==> src/rtl/window_scan_ctrl.sv <==
// Raster-scan sequencer for the 3x3 window datapath: pixel handshake, shift gating, row/col tracking.
// Optional framing-error detection (sticky oerr, isof restart mid-frame) is enabled by defining FRAME_ERR_EN.
module window_scan_ctrl #(
  parameter int IMG_W = 640,
  parameter int IMG_H = 480,
  parameter int COL_W = $clog2(IMG_W),
  parameter int ROW_W = $clog2(IMG_H)
) (
  input  logic             iclk,
  input  logic             irst,
  input  logic             isof,
  input  logic             ivalid,
  output logic             oready,
  output logic             oclken,
  output logic             obuf_clr,
  output logic             owin_valid,
  input  logic             idn_ready,
  output logic [COL_W-1:0] ocx,
  output logic [ROW_W-1:0] ocy,
  output logic             oeof,
  output logic             obusy
`ifdef FRAME_ERR_EN
  ,
  output logic             oerr
`endif
);

  typedef enum logic [1:0] {IDLE, RUN, DRAIN} state_t;

  state_t           state;
  logic [COL_W-1:0] col;
  logic [ROW_W-1:0] row;
  logic             accept;
  logic             restart;
  logic             col_last;
  logic             row_last;
  logic             win_load;

  // A held window blocks new pixels unless it is being consumed this same cycle.
  assign oready   = (state == RUN) && (!owin_valid || idn_ready);
  assign accept   = ivalid && oready;
  assign oclken   = accept;

`ifdef FRAME_ERR_EN
  assign restart  = isof && !irst;
`else
  assign restart  = isof && !irst && (state == IDLE);
`endif

  assign obuf_clr = irst || restart;
  assign col_last = (col == COL_W'(IMG_W - 1));
  assign row_last = (row == ROW_W'(IMG_H - 1));
  assign win_load = accept && (col >= COL_W'(2)) && (row >= ROW_W'(2));

  always_ff @(posedge iclk) begin
    if (irst) begin
      state      <= IDLE;
      col        <= '0;
      row        <= '0;
      owin_valid <= 1'b0;
      ocx        <= '0;
      ocy        <= '0;
      oeof       <= 1'b0;
      obusy      <= 1'b0;
`ifdef FRAME_ERR_EN
      oerr       <= 1'b0;
`endif
    end else begin
      oeof <= 1'b0;
`ifdef FRAME_ERR_EN
      if ((state == IDLE) && ivalid)
        oerr <= 1'b1;
      if (restart && (state != IDLE))
        oerr <= 1'b1;
`endif
      if (restart) begin
        state      <= RUN;
        obusy      <= 1'b1;
        col        <= '0;
        row        <= '0;
        owin_valid <= 1'b0;
      end else begin
        // Loading a fresh window takes priority over the consume-clear.
        if (win_load) begin
          owin_valid <= 1'b1;
          ocx        <= col - 1'b1;
          ocy        <= row - 1'b1;
        end else if (idn_ready) begin
          owin_valid <= 1'b0;
        end

        case (state)
          RUN: begin
            if (accept) begin
              if (col_last) begin
                col <= '0;
                if (row_last) begin
                  row   <= '0;
                  state <= DRAIN;
                end else begin
                  row <= row + 1'b1;
                end
              end else begin
                col <= col + 1'b1;
              end
            end
          end
          DRAIN: begin
            if (!owin_valid || idn_ready) begin
              oeof  <= 1'b1;
              obusy <= 1'b0;
              state <= IDLE;
            end
          end
          IDLE:    state <= IDLE;
          default: state <= IDLE;
        endcase
      end
    end
  end

endmodule

==> config.mk <==
export PLATFORM = sky130hd
export DESIGN_NAME = window_scan_ctrl
export DESIGN_NICKNAME = d
export VERILOG_FILES = /design/src/rtl/window_scan_ctrl.sv
export SDC_FILE = /design/constraint.sdc
export NUM_CORES = 1
export LEC_CHECK = 0
export ABC_AREA = 0
export CORE_MARGIN = 4
export CORE_UTILIZATION = 54
export CTS_CLUSTER_DIAMETER = 150
export DETAILED_ROUTE_END_ITERATION = 6
export PLACE_DENSITY = 0.87
export SETUP_SLACK_MARGIN = 0.15
export SYNTH_ARGS = -nofsm -noshare
export SYNTH_HDL_FRONTEND = slang
export SYNTH_SLANG_ARGS = --single-unit
export TNS_END_PERCENT = 100
==> constraint.sdc <==
create_clock -name iclk -period 1.8 [get_ports iclk]
set_input_delay 0.45 -clock iclk [delete_from_list [all_inputs] [get_ports iclk]]
set_output_delay 0.45 -clock iclk [all_outputs]
set_load 0.03 [all_outputs]
==> impl_metrics.env, run 1 <==
export IMPL_status="complete, no violations"
export IMPL_fin_skew_ns=0.00854
export IMPL_cts_inserted_buffers=5
export IMPL_antenna_found_initial=0
export IMPL_die_y_um=72.2
export IMPL_yosys_warnings=0
export IMPL_cellPowerDensity_mw_per_mm2=533
export IMPL_synthCells=245
export IMPL_n_fill_cell=240
export IMPL_crit_fanout=3
export IMPL_grt_pass1_wl_um=9240
export IMPL_clk_path_buf_depth=2
export IMPL_clkTransAtPathRegs_ns=0.07
export IMPL_finalSetupViolations=0
export IMPL_syn_avg_cell_area_um2=9.10
export IMPL_synth_nets=256
export IMPL_routed_wl_um=6250
export IMPL_synth_top_area_cell="dfxtp_1"
export IMPL_hp_class="flop to flop"
export IMPL_met2WireLength_um=3150
export IMPL_grt_start_max_net_pins=23
export IMPL_drt_iter0_markers=144
export IMPL_cts_htree_levels=2
export IMPL_top_layer="met4"
export IMPL_fmax_ghz=0.590
export IMPL_clk_latency_ns=0.31
export IMPL_cp_start_kind="flop"
export IMPL_drc=0
export IMPL_cp_arrival_ns=1.24
export IMPL_max_slew_worst_pin_slew_ns=0.368
export IMPL_grt_pass1_vias=1989
export IMPL_whs_ns=0.496
export IMPL_ys_types=39
export IMPL_wl_met1_um=2420
export IMPL_required_ns=1.35
export IMPL_ys_seq_area_frac=0.386
export IMPL_cts_tree="yes"
export IMPL_start_util=0.557
export IMPL_drive_above_1_share=0.381
export IMPL_peakVddDrop_uv=506
export IMPL_yosys_top_cells_area="dfxtp_1, nor2_1, a211oi_2"
export IMPL_power_leakage_uw=0.00142
export IMPL_area_growth_pct=43.2
export IMPL_tns_ns=0
export IMPL_synth_top_area_frac=0.386
export IMPL_ios=30
export IMPL_crit_chain="nor2b_4 -> nor3b_4 -> buf_6 -> buf_6"
export IMPL_crit_family="simple AND/OR/NAND/NOR gates"
export IMPL_diodes=0
export IMPL_routedWlPerCell_um=16.9
export IMPL_synth_edf_count=0
export IMPL_ys_flop_type="dfxtp_1"
export IMPL_vias=2094
export IMPL_drtPass1Iterations=4
export IMPL_critPathBufInv=2
export IMPL_hold_violations=0
export IMPL_core_area_mm2=0.00400
export IMPL_synth_seq_cells=43
export IMPL_port_buffers=29
export IMPL_seqCellArea_um2=880
export IMPL_period_needed_ns=1.69
export IMPL_avgViaCountPerCell=5.66
export IMPL_path_common_cell="buf_6"
export IMPL_synthArstFlopShare=0
export IMPL_cts_sinks=43
export IMPL_std_cell_rows=23
export IMPL_synth_area_mm2=0.00223
export IMPL_met3_length_um=460
export IMPL_slew_violations=0
export IMPL_path_class="flop to primary output"
export IMPL_synth_commonest_cells="nor2_1, dfxtp_1, nand3_1"
export IMPL_gp_congestion=0.893
export IMPL_endpoint_kind="primary output"
export IMPL_final_util=0.798
export IMPL_antenna_left=0
export IMPL_critical_path_slowest_cell="dfxtp_4"
export IMPL_grt_usage=0.230
export IMPL_grt_ovfl_total=0
export IMPL_synth_most_common_cell="nor2_1"
export IMPL_rsz0062_at_grt="true"
export IMPL_post_route_period_util=0.941
export IMPL_slew_limit_headroom=0.753
export IMPL_max_stage_delay_ns=0.35
export IMPL_die_area_mm2=0.00522
export IMPL_drv_cap=0
export IMPL_nNetsFinal=330
export IMPL_fp_dieW_um=72.2
export IMPL_multiInputGateArea_mm2=0.00138
export IMPL_post_dp_hpwl_um=3750
export IMPL_root_buffer="clkbuf_8"
==> sequential cells by signal (all words and copies together), names as in the netlist <==
signal / cells
row: 9
col: 10
state: 2
owin_valid: 1
ocy: 9
ocx: 10
oeof: 1
obusy: 1
==> area by class of cell <==
cell class | count | share of cell area
tap | 50 | 0.0196
timing repair buffer | 84 | 0.238
multi-input combinational | 179 | 0.433
sequential | 43 | 0.276
inverter | 6 | 0.00706
clock inverter | 2 | 0.00353
clock buffer | 6 | 0.0227
==> metal layers <==
metal	track usage	up-vias
li1	-	976
met1	0.274	976
met2	0.376	111
met3	0.0526	31
met4	0.140	0
met5	0	-
==> path summary, 6_finish.rpt <==
| path | from | to | slack [ns] | cells past startpoint |
|---|---|---|---|---|
| min reg2reg | obusy | obusy | 0.50 | 2 |
| max reg2reg | row[0] | ocy[3] | 0.13 | 8 |
| min | obusy | obusy | 0.50 | 2 |
| max | owin_valid | oclken | 0.11 | 4 |
==> logic make-up (layout without fill, tap and decap cells) <==
family          after synthesis  after routing  synth area share
compound gates               26             26             0.125
xor+xnor                     30             30             0.118
fa+ha+maj                     6              6            0.0337
buf+inv                      23             98            0.0651
flops                        43             43             0.386
mux                           3              3            0.0135
simple gates                114            114             0.259
==> where the power goes <==
part           internal, µW  switching (µW)  total (µW)
Combinational          61.6            74.9         137
Sequential              953            4.34         957
Clock                   272             335         608
Total                  1290             415        1700
==> layout by cell type (no fill, tap or decap), types with 3 or more instances in the layout <==
cell type,instances
nand4_1,4
nand2b_4,3
nor2_2,3
dfxtp_2,9
nor2_4,4
nor3_1,5
nor4_4,3
a211oi_2,14
nand3_1,14
nand2_1,12
xnor2_1,14
dlygate4sd2_1,25
nor2_1,46
ha_2,3
dfxtp_1,32
and3_1,3
clkbuf_8,5
xor2_1,15
nand3_2,3
ha_1,3
mux2i_1,3
buf_4,46
a21oi_1,3
inv_1,6
buf_6,8
==> stage by stage <==
stage               std cells  total power [µW]  setup slack (ns)  instance area (µm²)
floorplan                 245              1050           -0.0236                 2250
global route              370              1760            0.0587                 3190
CTS                       361              1700            0.0886                 3000
finish                    370              1700             0.105                 3190
detailed placement        347              1100            -0.277                 2790
global placement          347              1100            -0.216                 2790
==> timing repair <==
action / CTS / global route
endpoints found under the setup margin: 49 / 32
hold buffers: 0 / 0
buffers inserted: 5 / 8
pin swaps: 6 / 11
gates cloned: 1 / 1
gates resized for setup: 47 / 29
==> tightest hold or removal path, stage by stage (launching register included) <==
cell and delay (ns):
dfxtp_1 0.32, o21ai_0 0.07, a21oi_1 0.06
Power figures use the tool's default switching activity.
==> run 2: changes to the inputs <==
--- a/config.mk
+++ b/config.mk
@@ -12,6 +12,7 @@
 export DETAILED_ROUTE_END_ITERATION = 6
 export PLACE_DENSITY = 0.87
 export SETUP_SLACK_MARGIN = 0.15
+export SKIP_LAST_GASP = 1
 export SYNTH_ARGS = -nofsm -noshare
 export SYNTH_HDL_FRONTEND = slang
 export SYNTH_SLANG_ARGS = --single-unit
==> results of run 2 <==
Same layout as run 1: the final DEF is identical, and so are final timing and power.
